`config.mk`:
```
export PLATFORM = sky130hd
export DESIGN_NAME = bist_misr_analyzer
export DESIGN_NICKNAME = d
export VERILOG_FILES = /design/src/rtl/bist_misr_analyzer_pkg.sv /design/src/rtl/bist_misr_analyzer_misr_core.sv /design/src/rtl/bist_misr_analyzer.sv
export SDC_FILE = /design/constraint.sdc
export NUM_CORES = 1
export LEC_CHECK = 0
export BUFFER_PORTS_ARGS = -buffer_cell sky130_fd_sc_hd__buf_2
export CELL_PAD_IN_SITES_DETAIL_PLACEMENT = 0
export CELL_PAD_IN_SITES_GLOBAL_PLACEMENT = 2
export CORE_UTILIZATION = 28
export DETAILED_ROUTE_END_ITERATION = 6
export GPL_ROUTABILITY_DRIVEN = 1
export PLACE_DENSITY_LB_ADDON = 0.3
export SYNTH_ARGS = -nofsm -noshare
export SYNTH_HDL_FRONTEND = slang
export SYNTH_SLANG_ARGS = --single-unit
```
`constraint.sdc`:
```
create_clock -name clk -period 2.3 [get_ports clk]
set_input_delay 0.115 -clock clk [delete_from_list [all_inputs] [get_ports clk]]
set_output_delay 0.115 -clock clk [all_outputs]
set_load 0.02 [all_outputs]
```
`src/rtl/bist_misr_analyzer_pkg.sv`:
```
// Shared BIST definitions: FSM state encoding and MISR/LFSR tap masks.
package bist_pkg;

  typedef enum logic [1:0] {
    IDLE    = 2'd0,
    RUN     = 2'd1,
    COMPARE = 2'd2
  } state_t;

  // Tap masks: a set bit marks a bit that feeds the XOR feedback.
  localparam logic [7:0]  TAPS_8  = 8'hB8;          // bits 7,5,4,3
  localparam logic [15:0] TAPS_16 = 16'hD008;       // bits 15,14,12,3
  localparam logic [31:0] TAPS_32 = 32'h8020_0003;  // bits 31,21,1,0

  // Tap mask for a supported width, zero-extended to 32 bits.
  function automatic logic [31:0] tap_mask(input int width);
    case (width)
      8:       return {24'd0, TAPS_8};
      16:      return {16'd0, TAPS_16};
      32:      return TAPS_32;
      default: return 32'd0;
    endcase
  endfunction

endpackage

```
`src/rtl/bist_misr_analyzer_misr_core.sv`:
```
// Multiple-input signature register: the single home of the MISR polynomial.
module misr_core
  import bist_pkg::*;
#(
  parameter int               WIDTH     = 16,
  parameter logic [WIDTH-1:0] MISR_SEED = '0
) (
  input  logic             clk,
  input  logic             rst,
  input  logic             load,
  input  logic             enable,
  input  logic [WIDTH-1:0] data_in,
  output logic [WIDTH-1:0] sig
);

  if (WIDTH != 8 && WIDTH != 16 && WIDTH != 32) begin : g_bad_width
    $error("misr_core: WIDTH must be 8, 16 or 32");
  end

  localparam logic [31:0]      TAPS_FULL = tap_mask(WIDTH);
  localparam logic [WIDTH-1:0] TAPS      = TAPS_FULL[WIDTH-1:0];

  logic fb;

  // Feedback is the parity of the tapped signature bits.
  always_comb begin
    fb = ^(sig & TAPS);
  end

  // Load restarts from the seed; enable shifts in feedback and folds in data.
  always_ff @(posedge clk or posedge rst) begin
    if (rst) begin
      sig <= MISR_SEED;
    end else if (load) begin
      sig <= MISR_SEED;
    end else if (enable) begin
      sig <= {sig[WIDTH-2:0], fb} ^ data_in;
    end
  end

endmodule

```
`src/rtl/bist_misr_analyzer.sv`:
```
// Response analyzer: compacts a programmed number of response beats into a
// MISR signature and reports a pass/fail verdict against a golden value.
//
// Handshake: a beat transfers on a rising edge where resp_valid && resp_ready.
// resp_ready is high only in RUN and is withdrawn while abort is asserted, so
// an aborting cycle never transfers a beat and the MISR/count stay frozen.
module bist_misr_analyzer
  import bist_pkg::*;
#(
  parameter int               WIDTH     = 16,
  parameter int               CNT_W     = 16,
  parameter logic [WIDTH-1:0] MISR_SEED = '0
) (
  input  logic             clk,
  input  logic             rst,
  input  logic             start,
  input  logic             abort,
  input  logic [CNT_W-1:0] pattern_count,
  input  logic [WIDTH-1:0] golden_sig,
  input  logic             resp_valid,
  input  logic [WIDTH-1:0] resp_data,
  output logic             resp_ready,
  output logic             busy,
  output logic             done,
  output logic             pass,
  output logic             fail,
  output logic [WIDTH-1:0] signature,
  output logic [CNT_W-1:0] beat_count
);

  state_t           state;
  logic [CNT_W-1:0] target_q;
  logic [WIDTH-1:0] golden_q;
  logic             load;
  logic             accept;
  logic             last_beat;

  // Control decode: run launch, beat transfer and end-of-run detection.
  always_comb begin
    resp_ready = (state == RUN) && !abort;
    busy       = (state == RUN) || (state == COMPARE);
    load       = (state == IDLE) && start && !abort;
    accept     = resp_valid && resp_ready;
    last_beat  = accept && ((beat_count + CNT_W'(1)) == target_q);
  end

  misr_core #(
    .WIDTH     (WIDTH),
    .MISR_SEED (MISR_SEED)
  ) u_misr (
    .clk     (clk),
    .rst     (rst),
    .load    (load),
    .enable  (accept),
    .data_in (resp_data),
    .sig     (signature)
  );

  // FSM, beat counter, run configuration latch and verdict registers.
  always_ff @(posedge clk or posedge rst) begin
    if (rst) begin
      state      <= IDLE;
      beat_count <= '0;
      target_q   <= '0;
      golden_q   <= '0;
      done       <= 1'b0;
      pass       <= 1'b0;
      fail       <= 1'b0;
    end else begin
      done <= 1'b0;
      case (state)
        IDLE: begin
          if (load) begin
            beat_count <= '0;
            pass       <= 1'b0;
            fail       <= 1'b0;
            target_q   <= pattern_count;
            golden_q   <= golden_sig;
            state      <= (pattern_count == '0) ? COMPARE : RUN;
          end
        end
        RUN: begin
          if (abort) begin
            pass  <= 1'b0;
            fail  <= 1'b0;
            state <= IDLE;
          end else if (accept) begin
            beat_count <= beat_count + CNT_W'(1);
            if (last_beat) begin
              state <= COMPARE;
            end
          end
        end
        COMPARE: begin
          if (abort) begin
            pass <= 1'b0;
            fail <= 1'b0;
          end else begin
            pass <= (signature == golden_q);
            fail <= (signature != golden_q);
            done <= 1'b1;
          end
          state <= IDLE;
        end
        default: state <= IDLE;
      endcase
    end
  end

endmodule

```
---- Yosys cells after proc, flatten, opt, wreduce, memory -nomap -nowiden ----
Index checks and enable logic that the tools add are counted.
storage, ports and cells
  logic and storage cells ................. 58
  output and inout port bits .............. 37
  register bits after elaboration ......... 69
operators by class
  $add $sub $neg .......................... 1
  reduce and logical (&&, ||, !) cells .... 17
  muxes and demuxes ....................... 20
  bitwise gates (word level) .............. 1
  equal/unequal tests ..................... 11
operators with widths
  cell                                                 count
  2-to-1 mux 16 bit                                    5
  equality test 16 bit                                 2
  one-hot mux 16 bit (2 select lines)                  1
  adder 16 x 1 -> 16 bit, second input constant        1
  logical NOT 16 bit                                   1
  inequality test 16 bit                               1
  XOR reduction 16 bit                                 1
  bitwise XOR 16 bit                                   1
  2-to-1 mux 2 bit                                     5
  inequality test 2 bit, second input constant         4
  2-to-1 mux 1 bit                                     6
  inequality test 3 bit, second input constant         2
  one-hot mux 1 bit (3 select lines)                   2
  AND reduction 3 bit                                  2
  logical AND 1 bit                                    5
  one-hot mux 2 bit (2 select lines)                   1
  AND reduction 4 bit                                  1
  nonzero test 2 bit                                   2
  nonzero test 3 bit                                   1
  equality test 2 x 1 -> 1 bit, second input constant  1
  equality test 2 bit, second input constant           1
  logical NOT 2 bit                                    1
  AND reduction 2 bit                                  1
  logical NOT 1 bit                                    1
  logical OR 1 bit                                     1

---- Logic depth before layout (Yosys ltp) ----
Gate-level depths: netlist of run 1.
  depth after elaboration ................. 8
  mapped depth ............................ 10
  gate-level depth less buffers ........... 8

---- Hierarchy ----
Synthesis of run 1 repeated with hierarchy kept, for this count alone.
second synthesis, totals
  cells, all modules ...................... 428
  area total of the unflattened synthesis .. 3819.9 um2
by module, submodules not included
  module              seq. area each (um2)  cells each  area an instance (um2)  instances
  bist_misr_analyzer  1326.3                354         3022.9                  1
  misr_core           400.4                 74          797.0                   1

---- Worst setup path after synthesis of run 1 ----
Ideal clock, no wire load.
  kind .................................... reg2reg
  start ................................... reg beat_count[0]
  end ..................................... reg state[0]
  setup time .............................. 79 ps
  stages on the path, launching flop included .. 8
  path slack .............................. -142 ps
  data arrival time ....................... 2362 ps
  path buffers ............................ 0
  path through ............................ dfrtp_1 ha_1 nand3_2 or4_4 xnor2_1 o2111ai_1 o41ai_2 mux2i_1
between the ends
  longest elaborated chain between the ends .. 5
RTL lines
  element                          RTL line                  text
  start, declared                  bist_misr_analyzer.sv:28  output logic [CNT_W-1:0] beat_count
  start signal, assigned           bist_misr_analyzer.sv:88  beat_count <= beat_count + CNT_W'(1);
  adder 16 x 1 -> 16 bit           bist_misr_analyzer.sv:44  last_beat = accept && ((beat_count + CNT_W'(1)) == target_q);
  equality test 16 bit             bist_misr_analyzer.sv:44
  logical AND 1 bit                bist_misr_analyzer.sv:44
  inequality test 3 bit (no line)  --
  AND reduction 3 bit (no line)    --
  end signal, assigned             bist_misr_analyzer.sv:79  state <= (pattern_count == '0) ? COMPARE : RUN;
  end, declared                    bist_misr_analyzer.sv:31  state_t state;
Every way passes these cells.
A chain may end at the register's enable or synchronous reset.

---- Worst setup path after layout of run 1 ----
  start ................................... reg beat_count[1]
  end ..................................... reg state[1]
The elaborated chain is that of the path after synthesis.

==> impl_metrics.tcl, run 1 <==
set metrics [dict create \
    outcome "complete, no violations" \
    ir_drop_v 0.000445 \
    io_buffers 89 \
    synth_nets 429 \
    cp-start-kind "register" \
    antenna_found_initial 1 \
    ys_ff_latch 69 \
    io_pins 90 \
    grt_pass1_vias 3311 \
    multi_input_area_mm2 0.00201 \
    n_fill_cell 1360 \
    final-seq-area_mm2 0.00173 \
    end_kind "register" \
    yosysTopAreaCell "dfrtp_1" \
    critPathLaunch "beat_count[1]$_DFFE_PP0P_" \
    synth_warnings 0 \
    cp_max_fo 7 \
    clk_pin_slew_worst_paths_ns 0.06 \
    place.gp.congestion 0.851 \
    stdcell_area_mm2 0.00505 \
    syn-instance-count 372 \
    clk_latency_ns 0.33 \
    finalSetupViolCount 0 \
    p_int_mw 3.63 \
    ys_async_sr_fraction_pct 100 \
    crit_required_ns 2.55 \
    die_width_um 119 \
    antenna_left 0 \
    drive_gt1_share_pct 38.5 \
    yosysTopAreaCellShare_pct 45.1 \
    yosysUniqueCellTypes 53 \
    r2r_cells 7 \
    synth_area_mm2 0.00383 \
    h-tree-depth 3 \
    fmax_ghz 0.449 \
    maxCapViolCount 0 \
    n_antenna_cell 0 \
    power.share.clock_pct 26.8 \
    switching_power_mw 1.99 \
    pwr-share-seq_pct 36.0 \
    synth.area.top_cells "dfrtp_1 45%, mux2_2 9.4%, xnor2_1 7.3%, nand2_1 6.1%, xor2_1 5.3%" \
    ys_seq_area_share_pct 45.1 \
    dieArea_mm2 0.0141 \
    area_growth_pct 32.0 \
    arrival_ns 2.48 \
    maxSlewViolCount 0 \
    worst_pin_slew_ns 0.475 \
    drt_iter0_drc 119 \
    use_met2_pct 27.6 \
    hp-class "primary input to register" \
    p_per_area_mw_per_mm2 1110 \
    cts-root-buf "clkbuf_16" \
    wl_um 10800 \
    clkSinkCount 69 \
    synthFlopType "dfrtp_1" \
    power_leakage_nw 2.33 \
    cts_buffers 9 \
    period_needed_ns 2.23 \
    r2r_slack_ns 0.07 \
    clockBufferDepth 2 \
    clock_skew_ns 0.00545 \
    power.total_mw 5.62 \
    gr-usage-met3_pct 4.21 \
    setup.worst_path.end "state[1]$_DFFE_PP0P_" \
    post_drt_wl_per_cell_um 16.1 \
    vias 3143 \
    grt-busiest-layer "met2" \
    first_pass_iters 4 \
    die_y_um 119 \
    place_area_mm2 0.00463 \
    p_comb_share_pct 37.3 \
    grt_max_degree 23 \
    max_slew_margin_pct 68.3 \
    hold_ws_ns 0.0136 \
    rr_startpoint "beat_count[1]$_DFFE_PP0P_" \
    path_class "register to register" \
    start_util_pct 28.8 \
    power_switching_share_pct 35.4 \
    grt_first_pass_wirelength_um 17700 \
    core_mm2 0.0133 \
    vias_per_cell 4.69 \
    dpl.hpwl_um 8400 \
    synth_edf_count 0 \
    nNetsFinal 546 \
    cts_tree "yes" \
    post-route-period-util_pct 96.8 \
    avgSynthCellArea_um2 10.3 \
    placement_rows 42 \
    finalHoldViolCount 0 \
    gr-usage-met1_pct 20.5 \
    overflow 0 \
    rr_endpoint "state[1]$_DFFE_PP0P_" \
    drc 0 \
    grt_usage_pct 16.5 \
]
final cells by class:
class	instances	area share, %
Multi-Input combinational cell	276	39.8
Sequential cell	69	34.2
Timing Repair Buffer	126	14.5
Clock buffer	14	5.82
Tap cell	176	4.36
Clock inverter	2	0.743
Inverter	7	0.520
worst max-delay path: stages, from the launching register on:
cell	delay (ns)
dfrtp_2	0.38
ha_4	0.18
nand3_2	0.09
or4_4	0.52
xnor2_2	0.16
o2111ai_2	0.17
o41ai_4	0.41
mux2i_1	0.23
layer usage:
metal	vias up	wire length, um
met5	-	13
met1	1491	4760
met2	87	5240
met3	13	643
li1	1550	-
met4	2	163
placed cells by master (no fill, tap or decap), drive strengths merged, types with 3 or more instances in the layout:
master / count
a21o: 6
a21oi: 4
and4: 6
buf: 123
clkbuf: 14
dfrtp: 69
dlygate4sd3: 3
ha: 4
inv: 6
mux2: 32
mux2i: 3
nand2: 62
nand2b: 5
nand3: 10
nand4: 10
nor2: 4
nor4: 10
o21ai: 24
o31ai: 13
xnor2: 32
xor2: 23
Yosys cell counts (3+ instances only):
cell type,number
nand2b_1,5
mux2i_1,3
xor2_1,23
a21oi_1,4
and4_1,5
nand2_1,62
nand4_1,9
o31ai_1,13
clkbuf_1,10
nand3_1,9
mux2_2,32
nor4_1,10
xnor2_1,32
buf_4,3
ha_1,4
buf_2,3
inv_1,6
dfrtp_1,69
o21ai_0,24
a21o_1,6
nor2_1,4
metrics by stage:
| step | setup slack [ns] | cells | setup TNS [ns] | utilization, % |
|---|---|---|---|---|
| after CTS | 0.0549 | 668 | 0 | 37.5 |
| after detailed placement | 0.0483 | 649 | 0 | 34.8 |
| after global routing | -0.000489 | 670 | -0.000489 | 38.0 |
| final | 0.0725 | 670 | 0 | 38.0 |
| after global placement | 0.110 | 649 | 0 | 34.8 |
| after floorplan | 0.00290 | 372 | 0 | - |
sequential cells by signal (all words and copies together) (netlist names):
register,cells
beat_count,16
golden_q,16
target_q,16
u_misr.sig,16
state,2
done,1
fail,1
pass,1
worst min-delay path by stage:
stage | from | endpoint | slack (ns) | cells past startpoint
CTS | golden_sig[15] | golden_q[15]$_DFFE_PP0P_ | 0.001 | 2
detailed placement | rst | target_q[7]$_DFFE_PP0P_ | 0.17 | 2
global placement | rst | target_q[3]$_DFFE_PP0P_ | 0.16 | 2
global route | golden_sig[15] | golden_q[15]$_DFFE_PP0P_ | 0.0002 | 2
finish | golden_sig[6] | golden_q[6]$_DFFE_PP0P_ | 0.01 | 2
floorplan | abort | done$_DFF_PP0_ | 0.20 | 1
logic make-up (layout without fill, tap and decap cells):
kind of cell	Yosys count	count (layout)	synth area share [%]
simple gates	122	122	16.6
flops	69	69	45.1
compound gates	60	60	10.4
xor+xnor	55	55	12.6
mux	35	35	10.2
buf+inv	27	149	3.79
fa+ha+maj	4	4	1.31
power groups by stage:
stage	registers (mW)	clock network (mW)	logic, mW
finish	2.02	1.50	2.09
global route	2.09	1.60	2.33
CTS	2.03	1.55	2.08
detailed placement	2.05	0	2.07
global placement	2.03	0	2.05
floorplan	2.07	0	1.37
what timing repair did:
item | in CTS | in global routing
setup endpoints to repair | 0 | 2
endpoints found under the hold margin | 21 | 0
hold buffers | 3 | 0
resized for setup | 0 | 7
buffers inserted | 0 | 2
Note: power is estimated with default switching activity, not from simulation.
==> run 2, diff against run 1 <==
--- a/config.mk
+++ b/config.mk
@@ -12,6 +12,7 @@
 export DETAILED_ROUTE_END_ITERATION = 6
 export GPL_ROUTABILITY_DRIVEN = 1
 export PLACE_DENSITY_LB_ADDON = 0.3
+export RECOVER_POWER = 50
 export SYNTH_ARGS = -nofsm -noshare
 export SYNTH_HDL_FRONTEND = slang
 export SYNTH_SLANG_ARGS = --single-unit
==> impl_metrics.tcl, run 2 (synthesis results as in run 1) <==
set metrics [dict create \
    overflow 0 \
    place_area_mm2 0.00463 \
    drt_iter0_drc 110 \
    cp_max_fo 7 \
    maxSlewViolCount 0 \
    clk_latency_ns 0.33 \
    io_pins 90 \
    hp-class "primary input to register" \
    layout_commonest_cell "buf_2" \
    dieArea_mm2 0.0141 \
    placement_rows 42 \
    clkSinkCount 69 \
    wl_um 10800 \
    period_needed_ns 2.23 \
    final_util_pct 37.8 \
    cp_num_buf_inv 0 \
    finalHoldViolCount 0 \
    grt_pass1_vias 3311 \
    cp-start-kind "register" \
    max_slew_margin_pct 43.4 \
    clock_skew_ns 0.00543 \
    clockBufferDepth 2 \
    crit_family "simple AND/OR/NAND/NOR gates" \
    cts-root-buf "clkbuf_16" \
    drc 0 \
    rr_endpoint "state[1]$_DFFE_PP0P_" \
    die_width_um 119 \
    slowest_stage "or4_4" \
    grt_first_pass_wirelength_um 17700 \
    end_kind "register" \
    critPathMaxStageDelay_ns 0.52 \
    worstPathCellList "ha_4 > nand3_2 > or4_4 > xnor2_2 > o2111ai_2 > o41ai_4 > mux2i_1" \
    maxCapViolCount 0 \
    worstHoldEndpoint "golden_q[8]$_DFFE_PP0P_" \
    post_drt_wl_per_cell_um 16.1 \
    start_util_pct 28.8 \
    gr-usage-met3_pct 4.21 \
    gr-usage-met1_pct 20.5 \
    clk_pin_slew_worst_paths_ns 0.06 \
    final_cells 670 \
    holdPathStages 2 \
    arrival_ns 2.48 \
    use_met2_pct 27.6 \
    grt_usage_pct 16.5 \
    hold_path.startpoint "golden_sig[8]" \
    final_cell_mix "72 x buf_2, 67 x dfrtp_1, 62 x nand2_1" \
    crit_required_ns 2.55 \
    rr_startpoint "beat_count[1]$_DFFE_PP0P_" \
    cts_buffers 9 \
    vias_per_cell 4.70 \
    h-tree-depth 3 \
    dpl.hpwl_um 8400 \
    n_antenna_cell 0 \
    drive_gt1_share_pct 34.6 \
    ir_drop_v 0.000445 \
    power_leakage_nw 2.26 \
    grt-busiest-layer "met2" \
    n_fill_cell 1364 \
    p_per_area_mw_per_mm2 1120 \
    nNetsFinal 546 \
    worst_pin_slew_ns 0.848 \
    finalSetupViolCount 0 \
    core_mm2 0.0133 \
    post-place-cells 649 \
    post-route-period-util_pct 96.8 \
    grt_max_degree 23 \
    r2r_slack_ns 0.07 \
    io_buffers 89 \
    vias 3149 \
    place.gp.congestion 0.851 \
    cts_tree "yes" \
    area_growth_pct 31.2 \
    stdcell_area_mm2 0.00502 \
    die_y_um 119 \
    first_pass_iters 4 \
    outcome "complete, no violations" \
    antenna_found_initial 1 \
    path_class "register to register" \
    r2r_cells 7 \
    antenna_left 0 \
    fmax_ghz 0.449 \
]
[run 2: per-stage QoR]
step,total power [mW],setup slack (ns),hold WS [ns],setup TNS [ns]
floorplan,3.43,0.00290,0.203,0
global placement,4.08,0.110,0.161,0
detailed placement,4.12,0.0483,0.167,0
CTS,5.66,0.0549,0.00130,0
global route,6.00,-0.000489,0.000156,-0.000489
finish,5.60,0.0734,0.0133,0
[run 2: layout make-up]
cell class / count / area [um2] / share of cell area (%)
clock buffer: 14 / 294 / 5.86
clock inverter: 2 / 37.5 / 0.748
inverter: 7 / 26.3 / 0.523
tap: 176 / 220 / 4.39
multi-input combinational: 276 / 2010 / 40.1
timing repair buffer: 126 / 701 / 14.0
sequential: 69 / 1730 / 34.4
[run 2: where the power goes]
| part | switching [mW] | internal [mW] | total (mW) | leakage (nW) |
|---|---|---|---|---|
| combinational | 1.08 | 0.993 | 2.07 | 1.22 |
| clock | 0.517 | 0.987 | 1.50 | 0.161 |
| sequential | 0.395 | 1.63 | 2.02 | 0.877 |
| total | 1.99 | 3.61 | 5.60 | 2.26 |
[run 2: layer usage]
layer / up-vias / wire [um]
met5: - / 13
met4: 2 / 163
met3: 13 / 667
met2: 92 / 5230
met1: 1494 / 4730
li1: 1548 / -
[run 2: worst max-delay path by stage]
stage	from	end	slack (ns)	cells after the start
floorplan	beat_count[4]$_DFFE_PP0P_	state[0]$_DFFE_PP0P_	0.003	7
finish	beat_count[1]$_DFFE_PP0P_	state[1]$_DFFE_PP0P_	0.07	7
CTS	beat_count[11]$_DFFE_PP0P_	state[1]$_DFFE_PP0P_	0.05	6
global route	beat_count[1]$_DFFE_PP0P_	state[0]$_DFFE_PP0P_	-0.0005	7
detailed placement	beat_count[11]$_DFFE_PP0P_	state[1]$_DFFE_PP0P_	0.05	6
global placement	beat_count[11]$_DFFE_PP0P_	state[1]$_DFFE_PP0P_	0.11	6
[run 2: timing repair]
item / in CTS / in global routing
hold buffers: 3 / 0
endpoints found under the setup margin: 0 / 2
setup buffers: 0 / 2
resized for setup: 0 / 7
hold endpoints to repair: 21 / 0
==> run 3, diff against run 2 <==
==> constraint.sdc (replaced) <==
create_clock -name clk -period 2.7 [get_ports clk]
set_input_delay 0.135 -clock clk [delete_from_list [all_inputs] [get_ports clk]]
set_output_delay 0.135 -clock clk [all_outputs]
set_load 0.02 [all_outputs]
==> impl_metrics.tcl, run 3 (synthesis results as in run 1) <==
set metrics [dict create \
    place_area_mm2 0.00447 \
    post_cts_buffers 0 \
    drc 0 \
    cp_max_fo 7 \
    holdPathStages 2 \
    slowest_stage "or4_4" \
    period_needed_ns 2.46 \
    die_width_um 119 \
    end_kind "register" \
    post-route-period-util_pct 91.2 \
    grt_first_pass_wirelength_um 17300 \
    arrival_ns 2.72 \
    io_pins 90 \
    max_slew_margin_pct -18.5 \
    maxSlewViolCount 70 \
    outcome "complete, but fails checks" \
    n_antenna_cell 0 \
    grt-busiest-layer "met2" \
    placement_rows 42 \
    worst_pin_slew_ns 1.78 \
    maxCapViolCount 1 \
    crit_family "simple AND/OR/NAND/NOR gates" \
    dieArea_mm2 0.0141 \
    clockBufferDepth 2 \
    drt_iter0_drc 83 \
    post_drt_wl_per_cell_um 16.1 \
    ir_drop_v 0.000319 \
    first_pass_iters 4 \
    p_per_area_mw_per_mm2 996 \
    r2r_cells 7 \
    hold_ws_ns 0.0238 \
    cp_num_buf_inv 0 \
    final_cell_mix "71 x buf_2, 69 x dfrtp_1, 62 x nand2_1" \
    place_worst_setup_slack_ns 0.229 \
    cts_resized 0 \
    critPathMaxStageDelay_ns 0.59 \
    grt_usage_pct 16.1 \
    wl_um 10400 \
    layout_commonest_cell "buf_2" \
    clk_pin_slew_worst_paths_ns 0.06 \
    area_growth_pct 25.2 \
    final_util_pct 36.0 \
    finalSetupTns_ns 0 \
    drive_gt1_share_pct 29.4 \
    violations "max-capacitance violations, max-slew violations" \
    cts-root-buf "clkbuf_16" \
    stdcell_area_mm2 0.00479 \
    holdBufCountCts 1 \
    core_mm2 0.0133 \
    cts_tree "yes" \
    path_class "register to register" \
    vias_per_cell 4.69 \
    worst_slack_ns 0.238 \
    worst-path-stages 7 \
    power.total_mw 4.77 \
    grt_setup_unrepaired "no" \
    antenna_found_initial 1 \
    h-tree-depth 3 \
    place.gp.congestion 0.798 \
    die_y_um 119 \
    clk_latency_ns 0.34 \
    finalSetupViolCount 0 \
    cp-start-kind "register" \
    crit_required_ns 2.96 \
    post-place-cells 628 \
    fmax_ghz 0.406 \
    finalHoldViolCount 0 \
    worstPathCellList "ha_1 > nand3_2 > or4_4 > xnor2_1 > o2111ai_1 > o41ai_2 > mux2i_1" \
    clkSinkCount 69 \
    overflow 0 \
    vias 3028 \
    antenna_left 0 \
    gr-usage-met3_pct 4.98 \
    hp-class "primary input to register" \
    start_util_pct 28.8 \
    nNetsFinal 521 \
    clock_skew_ns 0.00500 \
    cts_buffers 9 \
    grt_pass1_vias 3202 \
    grt_max_degree 70 \
    io_buffers 89 \
    power_leakage_nw 2.12 \
    use_met2_pct 26.4 \
    final_cells 645 \
    dpl.hpwl_um 7630 \
    gr-usage-met1_pct 19.8 \
]
==> run 3: worst paths after layout <==
| kind | from | endpoint | slack [ns] |
|---|---|---|---|
| max | beat_count[1]$_DFFE_PP0P_ | state[0]$_DFFE_PP0P_ | 0.24 |
| min | golden_sig[2] | golden_q[2]$_DFFE_PP0P_ | 0.02 |
| max reg2reg | beat_count[1]$_DFFE_PP0P_ | state[0]$_DFFE_PP0P_ | 0.24 |
| min reg2reg | fail$_DFFE_PP0P_ | fail$_DFFE_PP0P_ | 0.50 |
| max in group asynchronous | rst | beat_count[12]$_DFFE_PP0P_ | 0.71 |
| min in group asynchronous | rst | target_q[3]$_DFFE_PP0P_ | 0.94 |
==> run 3: power breakdown <==
part           internal [mW]  leakage [nW]  switching [mW]  total, mW
logic                  0.791          1.07           0.887       1.68
clock network          0.930         0.170           0.451       1.38
registers               1.39         0.880           0.329       1.71
total                   3.11          2.12            1.67       4.77
==> run 3: metal layers <==
metal | vias up | wire length (um)
li1 | 1490 | -
met1 | 1445 | 4640
met2 | 77 | 4980
met3 | 14 | 614
met4 | 2 | 127
met5 | - | 13
==> run 3: area by class of cell <==
| cell class | count | area [um2] |
|---|---|---|
| fillers | 1365 | 8500 |
| repair buffers | 101 | 513 |
| well taps | 176 | 220 |
| clock buffers | 11 | 243 |
| clock inverters | 5 | 108 |
| flip-flops and latches | 69 | 1730 |
| inverters | 7 | 26.3 |
| multi-input cells | 276 | 1950 |
==> run 3: worst register-to-register path, delay by kind of cell, from the launching register on <==
kind | cells | cell delay, ns
and+or+nand+nor | 2 | 0.76
xor gates and xnor gates | 1 | 0.17
muxes | 1 | 0.24
AOI/OAI and AO/OA | 2 | 0.48
adders and majority gates | 1 | 0.32
DFF | 1 | 0.42
